===== config.mk =====
export PLATFORM = sky130hd
export DESIGN_NAME = cdb_result_queue
export DESIGN_NICKNAME = d
export VERILOG_FILES = /design/src/rtl/cdb_result_queue_pkg.sv /design/src/rtl/cdb_result_queue.sv
export SDC_FILE = /design/constraint.sdc
export NUM_CORES = 1
export LEC_CHECK = 0
export CAP_MARGIN = 20
export CORE_MARGIN = 2
export CORE_UTILIZATION = 45
export DETAILED_ROUTE_END_ITERATION = 8
export DONT_BUFFER_PORTS = 1
export HOLD_SLACK_MARGIN = 0.05
export SLEW_MARGIN = 20
export SYNTH_ARGS = -nofsm -noshare
export SYNTH_HDL_FRONTEND = slang
export SYNTH_SLANG_ARGS = --single-unit

===== constraint.sdc =====
create_clock -name clk -period 16.2 [get_ports clk]
set_input_delay 2.43 -clock clk [delete_from_list [all_inputs] [get_ports clk]]
set_output_delay 2.43 -clock clk [all_outputs]
set_load 0.01 [all_outputs]

===== src/rtl/cdb_result_queue_pkg.sv =====
`default_nettype none
// +----------------------------------------------------------------------+
// | cdb_result_queue_pkg                                                 |
// | Shared types and defaults for the LS completion (CDB result) queue.  |
// | Revision: 1.0                                                        |
// +----------------------------------------------------------------------+
package cdb_result_queue_pkg;

  // Width of a renamed register number carried with each result.
  localparam int RRN_BITS = 6;

  // Default log2 entry count of the completion queue (4 entries).
  localparam int CDB_QUEUE_DEPTH_BITS_DEFAULT = 2;

  // One finished load/store result as presented to the CDB.
  typedef struct packed {
    logic [31:0]         result;
    logic [31:0]         address;
    logic [31:0]         result_address;
    logic [4:0]          arn;
    logic [RRN_BITS-1:0] rrn;
    logic                reg_write;
  } cdb_entry_t;

endpackage
`default_nettype wire


===== src/rtl/cdb_result_queue.sv =====
`default_nettype none
// +----------------------------------------------------------------------+
// | cdb_result_queue                                                     |
// | Circular completion FIFO between the LS unit and the CDB arbiter.    |
// | The oldest entry is offered on o_get_bus/o_head until granted.       |
// | Option macro: CDB_QUEUE_BYPASS_EN (zero-latency path when empty).    |
// | Revision: 1.0                                                        |
// +----------------------------------------------------------------------+
module cdb_result_queue
  import cdb_result_queue_pkg::*;
#(
  parameter int DEPTH_BITS = CDB_QUEUE_DEPTH_BITS_DEFAULT  // legal 1..4
) (
  input  logic                clk,       // CSB clock
  input  logic                reset,     // CSB reset: synchronous, active-high
  input  logic                i_clear,
  input  logic                i_push,
  input  cdb_entry_t          i_entry,
  output logic                o_full,
  output logic                o_empty,
  output logic [DEPTH_BITS:0] o_count,
  output logic                o_drop,
  output logic                o_get_bus,
  input  logic                i_bus_granted,
  output cdb_entry_t          o_head
);

  localparam int DEPTH = 1 << DEPTH_BITS;

  cdb_entry_t            storage [DEPTH];
  logic [DEPTH_BITS:0]   wr_ptr;
  logic [DEPTH_BITS:0]   rd_ptr;
  logic [DEPTH_BITS-1:0] wr_idx;
  logic [DEPTH_BITS-1:0] rd_idx;
  logic                  drop_q;
  logic                  push_ok;
  logic                  pop_ok;
  logic                  bypass_take;

  // Extra pointer MSB distinguishes full from empty when the indices match.
  assign wr_idx  = wr_ptr[DEPTH_BITS-1:0];
  assign rd_idx  = rd_ptr[DEPTH_BITS-1:0];
  assign o_empty = (wr_ptr == rd_ptr);
  assign o_full  = (wr_ptr[DEPTH_BITS] != rd_ptr[DEPTH_BITS]) && (wr_idx == rd_idx);
  assign o_count = wr_ptr - rd_ptr;
  assign o_drop  = drop_q;

`ifdef CDB_QUEUE_BYPASS_EN
  logic bypass;
  // An incoming result skips storage when nothing older is waiting.
  assign bypass      = o_empty & i_push;
  assign o_get_bus   = ~o_empty | i_push;
  assign o_head      = bypass ? i_entry : storage[rd_idx];
  assign bypass_take = bypass & i_bus_granted;
`else
  // Request depends only on registered pointers, so no grant->request loop.
  assign o_get_bus   = ~o_empty;
  assign o_head      = storage[rd_idx];
  assign bypass_take = 1'b0;
`endif

  // Full is judged on the registered state: a same-cycle pop frees nothing.
  assign push_ok = i_push & ~o_full & ~bypass_take;
  assign pop_ok  = i_bus_granted & ~o_empty;

  // Pointer, storage and drop-pulse update; reset > clear > push/pop.
  always_ff @(posedge clk) begin
    if (reset) begin
      wr_ptr <= '0;
      rd_ptr <= '0;
      drop_q <= 1'b0;
      for (int i = 0; i < DEPTH; i++) begin
        storage[i] <= '0;
      end
    end else if (i_clear) begin
      wr_ptr <= '0;
      rd_ptr <= '0;
      drop_q <= 1'b0;
    end else begin
      drop_q <= i_push & o_full;
      if (push_ok) begin
        storage[wr_idx] <= i_entry;
        wr_ptr          <= wr_ptr + (DEPTH_BITS+1)'(1);
      end
      if (pop_ok) begin
        rd_ptr <= rd_ptr + (DEPTH_BITS+1)'(1);
      end
    end
  end

endmodule
`default_nettype wire

==> results.toml <==
[sta]
finalCritPeriodShare = 0.323
fmax_ghz = 0.191
setup-tns-final_ps = 0
setup_viol = 0
min_period_ps = 5240
rsz0062_at_grt = "no"
fin_skew_ps = 12.0
slew_violations = 0
hold_viol = 0
tightestPinTransition_ps = 1030
hold_ws_ps = 531
slew_headroom = 0.315

[synth]
avgSynthCellArea_sq_um = 15.0
ys_seq_area_frac = 0.713
syn-num-nets = 1345
synth_edf_count = 432
yosysUniqueCellTypes = 30
synth_ff_type = "edfxtp_1"
async_flop_share = 0
yosysWarnings = 0
synthCells = 1227
synth-seq-cells = 441
syn_area_sq_um = 18500

[critical_path]
cp_top_family = "flip-flops"
cp-start-kind = "flop"
worst-setup-path-type = "reg -> out"
required_ps = 13770
crit_path_max_fanout = 55
cpMaxStageDelayCell = "dfxtp_4"
crit_buf_inv = 1
path_cells = "buf_4 > mux4_2"
arrival_ps = 2810
reg2reg_slack_ps = 12550
end_kind = "output port"
max_stage_delay_ps = 930

[final_layout]
final_common_cell = "nor2_1"
regArea_sq_um = 13200
fin_nets = 1333
utilization = 0.503
fillCellCount = 3359
multi_input_area_sq_um = 4920
synthToLayoutAreaGrowth_pct = 10.8
drive_gt1_frac = 0.167
final_cell_mix = "nor2_1 (433), edfxtp_1 (432), nand2_1 (115), mux4_2 (108), clkbuf_16 (51)"

[floorplanning]
ios = 228
dieArea_sq_um = 42600
initial_core_util = 0.454
die_h_um = 207
die_x_um = 207
rows = 74
coreArea_sq_um = 40600

[detailed_routing]
vias = 10100
wl_per_cell_um = 24.5
ant_nets = 0
drc = 0
routed_wl_um = 43600
vias_per_cell = 5.66
first_pass_iters = 8
drt-initial-drc-count = 618

[min_path]
hold_path.class = "reg -> reg"

[grt]
grt_overflow = 0
grt_util_met3 = 0.0536
grt_max_degree = 76
grt.busiest_layer = "met2"
antenna_found_initial = 5
grt_pass1_vias = 10500
grt_usage = 0.206
grt_pass1_wl_um = 64500
met1_usage = 0.279
use_met2 = 0.322

[clocking]
cts_inserted_buffers = 49
cts_hold_buffers = 0
htree_levels = 2
clock_path_buffers = 3
clock_latency_ps = 570
cts_tree = "done"
cts_setup_buffers = 0
cts-root-buf = "clkbuf_16"
clock-sinks = 441
cts_resized = 0
clkSlewWorstSetupHoldPaths_ps = 50

[place]
dp_hpwl_um = 23700
io_buffer_count = 0
gp_congestion = 0.804

[pwr]
p_leak_nw = 6.86
power-per-cell-area_nw_per_um2 = 122
irDropWorstVdd_uv = 81.0

[flow_run]
cap_violations = 0

[status]
status = "finished clean"
worst register-to-register path, delay by kind of cell, from the launching register on:
kind                       cells  cell delay (ps)
DFF                            1              420
adders and majority gates      1              390
and+or+nand+nor                1              390
AOI/OAI and AO/OA              2              320
buffers and inverters          3             1670
flip-flops by register name (all words and copies together), names as in the netlist, named ones only:
name / flops
rd_ptr: 3
wr_ptr: 3
storage: 432
o_drop: 1
cells by family after synthesis:
group,count (synthesis),synth area share
and+or+nand+nor,557,0.114
AOI/OAI and AO/OA,16,0.00705
adders and majority gates,5,0.00380
buffers and inverters,94,0.0262
xor gates and xnor gates,2,0.00197
muxes,112,0.134
DFF,441,0.713
synthesized netlist by cell type (6+ instances only):
| cell type | count | area share |
|---|---|---|
| nor2_1 | 434 | 0.088 |
| edfxtp_1 | 432 | 0.70 |
| nand2_1 | 115 | 0.023 |
| mux4_2 | 108 | 0.13 |
| buf_2 | 50 | 0.014 |
| clkbuf_1 | 17 | 0.0035 |
| dfxtp_1 | 9 | 0.0098 |
| inv_1 | 9 | 0.0018 |
| buf_1 | 6 | 0.0012 |
| buf_4 | 6 | 0.0024 |
| buf_6 | 6 | 0.0037 |
path summary, 6_finish.rpt:
| kind | startpoint | to | cells after the start |
|---|---|---|---|
| setup / recovery | flop | o_head[80] | 2 |
| hold / removal | wr_ptr[0]$_SDFFE_PP0N_ | wr_ptr[0]$_SDFFE_PP0N_ | 2 |
| setup reg to reg | wr_ptr[0]$_SDFFE_PP0N_ | storage[2][65]$_SDFFCE_PN0P_ | 7 |
| hold reg to reg | wr_ptr[0]$_SDFFE_PP0N_ | wr_ptr[0]$_SDFFE_PP0N_ | 2 |
where the power goes:
part           internal (mW)  switching (mW)
Combinational         0.0400           0.102
Sequential              1.31          0.0169
Clock                  0.606           0.426
per-stage QoR:
step                instances  power [mW]  worst slack [ps]  cell area, sq um
floorplan                1227        1.46              1490             18500
global placement         1696        1.49             11530             18900
detailed placement       1696        1.50             11490             18900
CTS                      1781        2.53             10880             20400
global route             1783        2.59             10800             20400
finish                   1784        2.50             10960             20400
layout make-up:
| type | instances | area share |
|---|---|---|
| Antenna cell | 3 | 0.000367 |
| Clock buffer | 66 | 0.0652 |
| Clock inverter | 19 | 0.00765 |
| Inverter | 9 | 0.00165 |
| Multi-Input combinational cell | 692 | 0.241 |
| Sequential cell | 441 | 0.644 |
| Tap cell | 532 | 0.0326 |
| Timing Repair Buffer | 22 | 0.00826 |
routing by layer:
metal / share of wire / routed length (um)
met1: 0.41 / 17900
met2: 0.48 / 21000
met3: 0.082 / 3590
met4: 0.026 / 1110
met5: 0.00076 / 33
Note: power is estimated with default switching activity, not from simulation.
